<file path="config.mk">
export PLATFORM = sky130hd
export DESIGN_NAME = quad_encoder_bank
export DESIGN_NICKNAME = d
export VERILOG_FILES = /design/src/rtl/quad_enc_pkg.sv /design/src/rtl/quad_enc_channel.sv /design/src/rtl/quad_encoder_bank.sv
export SDC_FILE = /design/constraint.sdc
export NUM_CORES = 1
export LEC_CHECK = 0
export BUFFER_PORTS_ARGS = -buffer_cell sky130_fd_sc_hd__buf_4
export CORE_MARGIN = 1.5
export CORE_UTILIZATION = 57
export DETAILED_ROUTE_END_ITERATION = 16
export GPL_TIMING_DRIVEN = 0
export HOLD_SLACK_MARGIN = 0.02
export PLACE_DENSITY = 0.74
export SLEW_MARGIN = 20
export SYNTH_ARGS = -nofsm -noshare
export SYNTH_HDL_FRONTEND = slang
export SYNTH_SLANG_ARGS = --single-unit
export TNS_END_PERCENT = 1
</file>
<file path="constraint.sdc">
create_clock -name clk -period 8 [get_ports clk]
set_clock_uncertainty 0.15 [all_clocks]
set_input_delay 0.4 -clock clk [delete_from_list [all_inputs] [get_ports clk]]
set_output_delay 0.4 -clock clk [all_outputs]
set_load 0.03 [all_outputs]
</file>
<file path="src/rtl/quad_enc_pkg.sv">
`default_nettype none
// ============================================================================
//  Module      : quad_enc_pkg
//  Description : Shared definitions for the quadrature encoder bank.
//                Holds the read-field codes and the 4x step decoder used
//                by every channel.
//  Revision    : 1.0 - initial release
// ============================================================================
package quad_enc_pkg;

    // Read-field codes carried in sel[1:0]
    localparam logic [1:0] F_DELTA   = 2'd0;
    localparam logic [1:0] F_SNAPPOS = 2'd1;
    localparam logic [1:0] F_LIVEPOS = 2'd2;
    localparam logic [1:0] F_STATUS  = 2'd3;

    typedef struct packed {
        logic              illegal;
        logic signed [1:0] step;
    } step_t;

    // Position of an AB pair along the forward cycle 00->01->11->10
    function automatic logic [1:0] gray_idx(input logic [1:0] ab);
        case (ab)
            2'b00:   return 2'd0;
            2'b01:   return 2'd1;
            2'b11:   return 2'd2;
            default: return 2'd3;
        endcase
    endfunction

    // Distance along the cycle (mod 4): 1 = forward, 3 = reverse,
    // 2 = both phases moved at once (illegal), 0 = no movement.
    function automatic step_t decode_step(input logic [1:0] prev,
                                          input logic [1:0] cur);
        logic [1:0] diff;
        step_t      r;
        diff      = gray_idx(cur) - gray_idx(prev);
        r.illegal = 1'b0;
        r.step    = 2'sb00;
        case (diff)
            2'd1:    r.step    = 2'sb01;
            2'd3:    r.step    = 2'sb11;
            2'd2:    r.illegal = 1'b1;
            default: r.step    = 2'sb00;
        endcase
        return r;
    endfunction

endpackage
`default_nettype wire

</file>
<file path="src/rtl/quad_enc_channel.sv">
`default_nettype none
// ============================================================================
//  Module      : quad_enc_channel
//  Description : One quadrature channel: input synchronizer + history,
//                4x decode, saturating window delta, wrapping position,
//                sticky error flag, saturating error counter and the
//                window snapshot registers.
//  Ports       : clk, rst        - clock, synchronous active-high reset
//                i_a, i_b        - raw asynchronous encoder phases
//                i_clr           - clear position / error state
//                i_win_end       - terminal cycle of the sample window
//                o_snap_delta    - delta latched at last window end
//                o_snap_pos      - position latched at last window end
//                o_live_pos      - running position
//                o_err, o_err_cnt- sticky error flag and error count
//  Revision    : 1.0 - initial release
// ============================================================================
module quad_enc_channel
    import quad_enc_pkg::*;
#(
    parameter int CNT_W = 32
) (
    input  logic             clk,
    input  logic             rst,
    input  logic             i_a,
    input  logic             i_b,
    input  logic             i_clr,
    input  logic             i_win_end,
    output logic [CNT_W-1:0] o_snap_delta,
    output logic [CNT_W-1:0] o_snap_pos,
    output logic [CNT_W-1:0] o_live_pos,
    output logic             o_err,
    output logic [7:0]       o_err_cnt
);

    localparam logic signed [CNT_W:0] c_delta_max = {2'b00, {(CNT_W-1){1'b1}}};
    localparam logic signed [CNT_W:0] c_delta_min = -c_delta_max;

    logic             r_a_s1, r_a_s2, r_a_h;
    logic             r_b_s1, r_b_s2, r_b_h;
    logic [1:0]       r_arm;
    logic [CNT_W-1:0] r_delta;
    logic [CNT_W-1:0] r_pos;
    logic [CNT_W-1:0] r_snap_delta;
    logic [CNT_W-1:0] r_snap_pos;
    logic             r_err;
    logic [7:0]       r_err_cnt;

    step_t                   w_dec;
    logic                    w_count_en;
    logic signed [1:0]       w_step;
    logic                    w_illegal;
    logic signed [CNT_W:0]   w_delta_sum;
    logic [CNT_W-1:0]        w_delta_next;
    logic [CNT_W-1:0]        w_pos_next;

    always_comb begin
        // The synchronizer and history hold reset zeros for the first
        // cycles after release; decoding is held off until the history
        // carries real input so no spurious step is produced.
        w_count_en  = (r_arm == 2'd3);
        w_dec       = decode_step({r_a_h, r_b_h}, {r_a_s2, r_b_s2});
        w_step      = w_count_en ? w_dec.step : 2'sb00;
        w_illegal   = w_count_en & w_dec.illegal;

        // One guard bit so the saturation check sees the true sum
        w_delta_sum = {r_delta[CNT_W-1], r_delta} + {{(CNT_W-1){w_step[1]}}, w_step};
        if (w_delta_sum > c_delta_max) begin
            w_delta_next = c_delta_max[CNT_W-1:0];
        end else if (w_delta_sum < c_delta_min) begin
            w_delta_next = c_delta_min[CNT_W-1:0];
        end else begin
            w_delta_next = w_delta_sum[CNT_W-1:0];
        end

        // Clear takes precedence over a step arriving in the same cycle
        w_pos_next = i_clr ? '0 : r_pos + {{(CNT_W-2){w_step[1]}}, w_step};
    end

    always_ff @(posedge clk) begin
        if (rst) begin
            r_a_s1       <= 1'b0;
            r_a_s2       <= 1'b0;
            r_a_h        <= 1'b0;
            r_b_s1       <= 1'b0;
            r_b_s2       <= 1'b0;
            r_b_h        <= 1'b0;
            r_arm        <= 2'd0;
            r_delta      <= '0;
            r_pos        <= '0;
            r_snap_delta <= '0;
            r_snap_pos   <= '0;
            r_err        <= 1'b0;
            r_err_cnt    <= 8'd0;
        end else begin
            r_a_s1 <= i_a;
            r_a_s2 <= r_a_s1;
            r_a_h  <= r_a_s2;
            r_b_s1 <= i_b;
            r_b_s2 <= r_b_s1;
            r_b_h  <= r_b_s2;

            if (r_arm != 2'd3) begin
                r_arm <= r_arm + 2'd1;
            end

            r_pos <= w_pos_next;

            if (i_clr) begin
                r_err     <= 1'b0;
                r_err_cnt <= 8'd0;
            end else if (w_illegal) begin
                r_err <= 1'b1;
                if (r_err_cnt != 8'hFF) begin
                    r_err_cnt <= r_err_cnt + 8'd1;
                end
            end

            // A step landing in the terminal cycle belongs to the closing
            // window, so the snapshot takes the post-step values.
            if (i_win_end) begin
                r_snap_delta <= w_delta_next;
                r_snap_pos   <= w_pos_next;
                r_delta      <= '0;
            end else begin
                r_delta      <= w_delta_next;
            end
        end
    end

    assign o_snap_delta = r_snap_delta;
    assign o_snap_pos   = r_snap_pos;
    assign o_live_pos   = r_pos;
    assign o_err        = r_err;
    assign o_err_cnt    = r_err_cnt;

endmodule
`default_nettype wire

</file>
<file path="src/rtl/quad_encoder_bank.sv">
`default_nettype none
// ============================================================================
//  Module      : quad_encoder_bank
//  Description : Bank of N_CH quadrature decoders sharing one sample-window
//                counter. At each window end every channel's delta and
//                position are latched together, so a read of delta and
//                snapshot position always refers to the same window.
//  Ports       : clk, reset      - clock, synchronous active-high reset
//                enc_a, enc_b    - raw encoder phases, one bit per channel
//                clr             - per-channel position/error clear
//                sel             - read select {ch[5:2], field[1:0]}
//                rdata           - registered read data (1 cycle after sel)
//                snap_stb        - pulse after each window snapshot
//  Revision    : 1.0 - initial release
// ============================================================================
module quad_encoder_bank
    import quad_enc_pkg::*;
#(
    parameter int N_CH       = 2,
    parameter int CNT_W      = 32,
    parameter int WINDOW     = 1_000_000,
    parameter int OFFSET_BIN = 1
) (
    input  logic            clk,
    input  logic            reset,
    input  logic [N_CH-1:0] enc_a,
    input  logic [N_CH-1:0] enc_b,
    input  logic [N_CH-1:0] clr,
    input  logic [7:0]      sel,
    output logic [31:0]     rdata,
    output logic            snap_stb
);

    localparam int                 c_win_w      = (WINDOW > 1) ? $clog2(WINDOW) : 1;
    localparam logic [c_win_w-1:0] c_win_last   = c_win_w'(WINDOW - 1);
    localparam logic [CNT_W-1:0]   c_delta_bias = (OFFSET_BIN != 0) ?
                                                  {1'b1, {(CNT_W-1){1'b0}}} :
                                                  {CNT_W{1'b0}};

    logic [c_win_w-1:0]   r_win_cnt;
    logic [7:0]           r_seq;
    logic                 r_snap_stb;
    logic [31:0]          r_rdata;

    logic                 w_win_end;
    logic [32*N_CH-1:0]   w_words;
    logic [31:0]          w_rd_next;
    logic                 w_unused_sel;

    assign w_win_end    = (r_win_cnt == c_win_last);
    assign w_unused_sel = ^sel[7:6];

    for (genvar gi = 0; gi < N_CH; gi++) begin : g_ch
        logic [CNT_W-1:0] w_sd;
        logic [CNT_W-1:0] w_sp;
        logic [CNT_W-1:0] w_lp;
        logic [CNT_W-1:0] w_sd_rd;
        logic             w_e;
        logic [7:0]       w_ec;

        quad_enc_channel #(
            .CNT_W(CNT_W)
        ) u_ch (
            .clk          (clk),
            .rst          (reset),
            .i_a          (enc_a[gi]),
            .i_b          (enc_b[gi]),
            .i_clr        (clr[gi]),
            .i_win_end    (w_win_end),
            .o_snap_delta (w_sd),
            .o_snap_pos   (w_sp),
            .o_live_pos   (w_lp),
            .o_err        (w_e),
            .o_err_cnt    (w_ec)
        );

        // Offset-binary: adding 2^(CNT_W-1) maps zero delta to mid-scale
        assign w_sd_rd = w_sd + c_delta_bias;

        assign w_words[gi*32 +: 32] =
            (sel[1:0] == F_DELTA)   ? 32'(w_sd_rd) :
            (sel[1:0] == F_SNAPPOS) ? 32'(w_sp)    :
            (sel[1:0] == F_LIVEPOS) ? 32'(w_lp)    :
                                      {w_ec, 15'b0, w_e, r_seq};
    end

    // Channels outside the bank read as zero
    always_comb begin
        w_rd_next = 32'h0;
        for (int i = 0; i < N_CH; i++) begin
            if (sel[5:2] == 4'(i)) begin
                w_rd_next = w_words[i*32 +: 32];
            end
        end
    end

    always_ff @(posedge clk) begin
        if (reset) begin
            r_win_cnt  <= '0;
            r_seq      <= 8'd0;
            r_snap_stb <= 1'b0;
            r_rdata    <= 32'h0;
        end else begin
            r_snap_stb <= w_win_end;
            r_rdata    <= w_rd_next;
            if (w_win_end) begin
                r_win_cnt <= '0;
                r_seq     <= r_seq + 8'd1;
            end else begin
                r_win_cnt <= r_win_cnt + c_win_w'(1);
            end
        end
    end

    assign rdata    = r_rdata;
    assign snap_stb = r_snap_stb;

endmodule
`default_nettype wire
</file>
======== Yosys cells after proc, flatten, opt, wreduce, memory -nomap -nowiden ========
Cells that the tools add are included.
storage, ports and cells
  ROM bits ................................ 0
  memory bits (writable) .................. 0
  output and inout bits ................... 33
  bits in latches ......................... 0
  logic and storage cells ................. 109
  memories kept ........................... 0
  input port bits ......................... 16
  register bits ........................... 351
cells by class
  add/subtract/negate cells ............... 14
  multiply operators ...................... 0
  order comparisons ....................... 4
  reductions and logical operators ........ 11
  muxes and demuxes ....................... 24
  eq/ne operators ......................... 24
  shifts and indexed selects .............. 0
  bitwise logic cells ..................... 2
  div/mod/pow operators ................... 0
operators by type and width
  kind                                                                            number
  32-bit 2-to-1 mux                                                               14
  32-bit by 2-bit adder with 33-bit output                                        2
  33-bit by 32-bit > comparator with 1-bit output, second input constant          2
  33-bit by 32-bit less-than comparator with 1-bit output, second input constant  2
  32-bit adder                                                                    2
  32-bit adder, second input constant                                             2
  8-bit by 1-bit adder with 8-bit output, second input constant                   3
  2-bit one-hot mux with 3 select lines                                           4
  2-bit equality test, second input constant                                      11
  20-bit by 1-bit adder with 20-bit output, second input constant                 1
  20-bit equality test, second input constant                                     1
  8-bit inequality test, second input constant                                    2
  2-bit by 1-bit equality test with 1-bit output, second input constant           7
  2-bit zero test                                                                 5
  2-bit one-hot mux with 2 select lines                                           2
  2-bit OR reduction                                                              3
  2-bit by 1-bit adder with 2-bit output, second input constant                   2
  4-bit by 1-bit equality test with 1-bit output, second input constant           1
  4-bit zero test                                                                 1
  2-bit 2-to-1 mux                                                                2
  2-bit inequality test, second input constant                                    2
  2-bit AND reduction                                                             2
  2-bit subtractor                                                                2
  1-bit bitwise AND                                                               2
  1-bit 2-to-1 mux                                                                2

======== Logic depth before layout (Yosys ltp) ========
  depth after elaboration ................. 10
  depth in mapped cells ................... 21

======== Hierarchy ========
A second synthesis with hierarchy kept.
unflattened totals
  cell total of the unflattened synthesis .. 2299
  area, all modules ....................... 19312.3 sq um
modules (own cells, without submodules)
  module             cells each  instances  sequential area each (sq um)  area an instance (sq um)
  quad_enc_channel   929         2          2902.8                        7757.4
  quad_encoder_bank  441         1          1221.2                        3797.4

======== Worst setup path before layout ========
Ideal clock, no wire load.
  path kind ............................... flip-flop to flip-flop
  from .................................... register g_ch[0].u_ch.r_b_s2
  to ...................................... register g_ch[0].u_ch.r_delta[18]
  arrival ................................. 8482 ps
  cell stages (with the launch flop) ...... 19
  clock period less this slack ............ 8752 ps
  slack ................................... -752 ps
  required time ........................... 7730 ps
  cells stage by stage .................... dfxtp_1 > inv_1 > ha_1 > ha_1 > nor3b_1 > ha_1 > a21o_1 > a221oi_4 > nor4b_1 > or4_4 > a211oi_2 > nand4_1 > a2111oi_2 > nand4_1 > o21bai_1 > nand2b_1 > buf_6 > buf_6 > nor2_1
between the ends
  cells in the longest elaborated chain, start to end .. 10
RTL lines
  what                                                                                          RTL line                 text
  from (decl)                                                                                   quad_enc_channel.sv:40   logic r_b_s1, r_b_s2, r_b_h;
  from (signal assigned)                                                                        quad_enc_channel.sv:100  r_b_s2 <= r_b_s1;
  2-bit equality test (tied with other cells)                                                   quad_enc_pkg.sv:24       case (ab)
  2-bit one-hot mux with 3 select lines *                                                       quad_enc_pkg.sv:24
  2-bit subtractor *                                                                            quad_enc_pkg.sv:38       diff = gray_idx(cur) - gray_idx(prev);
  2-bit equality test / 2-bit by 1-bit equality test with 1-bit output (equally long branches)  quad_enc_pkg.sv:41       case (diff)
  2-bit one-hot mux with 2 select lines *                                                       quad_enc_pkg.sv:41
  2-bit 2-to-1 mux *                                                                            quad_enc_channel.sv:63   w_step = w_count_en ? w_dec.step : 2'sb00;
  32-bit by 2-bit adder with 33-bit output *                                                    quad_enc_channel.sv:67   w_delta_sum = {r_delta[CNT_W-1], r_delta} + {{(CNT_W-1){w_step[1]}}, w_step};
  33-bit by 32-bit less-than comparator with 1-bit output                                       quad_enc_channel.sv:70   end else if (w_delta_sum < c_delta_min) begin
  32-bit 2-to-1 mux                                                                             quad_enc_channel.sv:70
  32-bit 2-to-1 mux *                                                                           quad_enc_channel.sv:68   if (w_delta_sum > c_delta_max) begin
  to (signal assigned)                                                                          quad_enc_channel.sv:126  r_delta <= w_delta_next;
  to (decl)                                                                                     quad_enc_channel.sv:42   logic [CNT_W-1:0] r_delta;
Mark *: on every way between the ends. The rest lies on a longest branch, timed or not.
A chain may end at the register's enable or synchronous reset.

======== Final worst setup path ========
Same ends and word-level chain as after synthesis.

==> summary.txt <==
Run status
  • Status: finished clean

Setup path
  • CP startpoint: g_ch[0].u_ch.r_b_s2
  • Worst r2r src: g_ch[0].u_ch.r_b_s2
  • Required time of the worst setup path: 8.27 ns
  • Worst EP arrival: 6.55 ns
  • CP Class: reg2reg
  • Crit path capture type: flip-flop
  • Startpoint Class: flip-flop
  • Largest fanout on the critical path: 11

Floorplan
  • # IOs: 49
  • Die Width: 188 µm
  • Die area: 0.0355 mm²
  • Die height: 188 µm
  • Initial Utilization: 58.1%
  • Core area: 0.0337 mm²
  • Site Rows: 67

Timing
  • Setup violations, final: 0
  • Fin crit period: 6.28 ns
  • Setup TNS Final: 0 ns
  • Slew headroom: 20.3%
  • RSZ-0062 raised after global routing: false
  • Tcrit/Tclk final: 78.5%
  • Max Clk Rate: 159 MHz
  • Slew Limit Fails: 0
  • Hold Fails Final Rpt: 0
  • Worst slew pin tran: 1.19 ns

Flow run
  • Max_cap viols: 0

Drt
  • Vias per inst: 6.38
  • Vias: 18200
  • Wire per inst: 22.2 µm
  • Post-Route WL: 63100 µm
  • Drt pass-1 iters: 8
  • Antenna-violating nets left: 0
  • DRT iter0 DRCs: 1634
  • DRC: 0

Global routing
  • First-pass GRT wire length: 97600 µm
  • Gr usage total: 35.2%
  • Initial antenna violation count: 2
  • Remaining Overflow, GRT: 0
  • Vias in the first global route: 17400
  • Largest net degree at the start of global routing: 16

Clocking
  • TritonCTS Sinks: 351
  • Clk_lat worst skew: 0.57 ns
  • TritonCTS Buffers: 39
  • H-tree Lvls: 2
  • CTS max path bufs: 3
  • Clk root buf: clkbuf_16
  • Setup bufs post-CTS: 0
  • Post-CTS Hold Buffers: 4
  • # resized after CTS: 0
  • CTS tree: built
  • CTS clock-pin slew for the worst setup and hold paths: 0.06 ns

Finish
  • Fin area: 0.0221 mm²
  • Fillcell total: 2868
  • Post-route non-filler standard cell count: 2846
  • # diodes: 0
  • Multi-input logic area: 0.0120 mm²
  • # nets final: 2530
  • Layout cells sized above 1: 8.38%
  • Syn-to-layout area delta: 12.8%
  • Seq. cell area: 0.00703 mm²

Power and ir drop
  • Leak: 9.10 nW
  • Peak supply drop: 0.178 mV
  • Pint: 3.16 mW
  • Pwr dens: 192 mW/mm²
  • Clk pwr share: 48.0%
  • Combinational share of power: 9.6%
  • Switching power total: 1.07 mW
  • Sw frac: 25.3%
  • Flop pwr share: 42.4%

Synthesis
  • Number of synthesized register bits: 351
  • Asr flop ratio synth: 0%
  • Netlist Area Pre-Place: 0.0196 mm²
  • Post-Synthesis Cells: 2269
  • Number of flops mapped to enable cells by yosys: 0
  • Post-Syn Nets: 2431
  • Cell variety after synth: 83
  • Primary FF master, synth: dfxtp_1
  • YS warnings: 0
  • Register area share after synthesis: 35.9%
  • Mean post-synth cell area: 8.63 µm²

Placement
  • DP Wirelength: 47200 µm
  • GP Congestion: 1.00
  • Placed Instance Area: 0.0206 mm²
  • Placed Cells incl. Taps: 2771
  • IO buf count: 42

Hold path
  • Min-delay src: sel[3]
  • HP Class: in2reg
## cells in the mapped netlist (17+ instances only)
library cell,instances,area share [%]
nor3b_1,22,0.84
nand2b_1,22,0.70
and2_1,33,1.1
clkbuf_1,96,1.8
xor2_1,68,3.0
nand3_1,41,1.0
a221o_1,22,1.1
a21o_1,50,1.9
o221ai_1,17,0.76
a221oi_1,20,0.89
o21ai_0,134,3.4
xnor2_1,71,3.2
or3_1,25,0.80
mux2_2,24,1.4
dfxtp_1,351,36
nand4_1,30,0.96
and3_1,22,0.70
nor3_1,42,1.1
a31oi_1,21,0.67
nor2_1,270,5.2
inv_1,33,0.63
a21oi_1,220,5.6
a211oi_1,31,1.2
nand2_1,156,3.0
mux2i_1,30,1.5
ha_1,142,9.1
o21bai_1,22,0.84
nor2b_1,27,0.86
## through the flow
step	setup WS [ns]	utilization, %	hold WS (ns)	power, mW
3_5_place_dp	1.86	61.1	0.277	2.23
4_1_cts	1.81	65.5	0.0744	4.23
2_1_floorplan	-0.478	-	0.264	2.10
5_1_grt	1.43	65.5	0.112	4.34
6_report	1.72	65.5	0.0967	4.24
3_3_place_gp	-4.79	60.7	0.270	2.21
## cells by family (layout without fill, tap and decap cells)
kind of cell / after synthesis / count (layout) / share of synthesized area [%]
fa+ha+maj: 150 / 150 / 9.69
mux: 70 / 70 / 4.75
xor+xnor: 140 / 140 / 6.30
simple gates: 751 / 751 / 18.7
flops: 351 / 351 / 35.9
buf+inv: 145 / 274 / 2.90
compound gates: 662 / 662 / 21.8
## critical path, stage by stage, from the launching register on
cell	delay, ns
dfxtp_1	0.34
inv_1	0.06
ha_1	0.30
ha_1	0.35
nor3b_4	0.61
buf_6	0.25
buf_6	0.17
buf_6	0.17
ha_1	0.24
clkbuf_1	0.19
a21o_1	0.22
a221oi_1	0.41
o22a_1	0.34
a21oi_1	0.09
o211ai_1	0.53
nand4_1	0.26
a2111oi_2	0.34
nand4_1	0.18
o21bai_1	0.35
nand2b_1	0.19
buf_6	0.17
buf_6	0.15
nor2_1	0.07
## cell type report
type	count	share of cell area, %
multi-input cells	1773	54.4
flip-flops and latches	351	31.8
clock buffers	49	5.01
well taps	448	2.54
repair buffers	58	2.14
plain buffers	110	1.97
clock inverters	22	1.52
inverters	35	0.595
## state kept, by name, indices dropped and copies added, names as in the netlist
name	cells
g_ch.u_ch.o_err	2
g_ch.u_ch.o_err_cnt	16
g_ch.u_ch.o_live_pos	64
g_ch.u_ch.o_snap_delta	64
g_ch.u_ch.o_snap_pos	64
g_ch.u_ch.r_a_h	2
g_ch.u_ch.r_a_s1	2
g_ch.u_ch.r_a_s2	2
g_ch.u_ch.r_arm	4
g_ch.u_ch.r_b_h	2
g_ch.u_ch.r_b_s1	2
g_ch.u_ch.r_b_s2	2
g_ch.u_ch.r_delta	64
r_seq	8
r_win_cnt	20
rdata	32
snap_stb	1
## per-layer routing
| metal | vias to the layer above | global-route usage (%) | wire length (µm) |
|---|---|---|---|
| li1 | 8508 | - | - |
| met3 | 189 | 5.59 | 4840 |
| met1 | 8656 | 44.3 | 25700 |
| met4 | 4 | 18.3 | 3370 |
| met5 | - | 0 | 24 |
| met2 | 805 | 58.1 | 29100 |
## power groups by stage
stage               clock network [mW]  registers, mW  logic, mW
CTS                               2.04           1.80      0.394
global placement                     0           1.84      0.379
detailed placement                   0           1.84      0.388
global route                      2.11           1.80      0.436
finish                            2.03           1.80      0.405
floorplan                            0           1.84      0.265
## final timing paths
kind                              endpoint  slack [ns]  depth (start not counted)
setup reg to reg  g_ch[0].u_ch.r_delta[18]        1.72                         22
setup / recovery  g_ch[0].u_ch.r_delta[18]        1.72                         22
hold reg to reg        g_ch[0].u_ch.r_a_s2        0.29                          1
hold / removal                    rdata[7]         0.1                          4
## placed cells by master, fill, tap and decap left out, types with 11 or more instances in the layout
master / count
a221oi_1: 20
mux4_2: 16
a211oi_1: 31
o22ai_1: 11
clkbuf_16: 41
nor4_1: 15
buf_4: 49
a21o_1: 50
and3_1: 22
o21a_1: 16
or3_1: 25
nand2_1: 156
nor2b_1: 27
mux2i_1: 30
o21ai_0: 134
nand4_1: 30
o221ai_1: 17
inv_1: 33
nand3b_1: 12
xnor2_1: 71
nand2b_1: 22
xor2_1: 68
nor3_1: 42
a221o_1: 22
mux2_2: 24
o211ai_1: 16
nand3_1: 41
o21bai_1: 22
dfxtp_1: 351
ha_1: 142
and2_1: 33
nor2_1: 270
nor3b_1: 20
clkbuf_1: 99
a31oi_1: 21
a21oi_1: 220
Power figures use the tool's default switching activity.
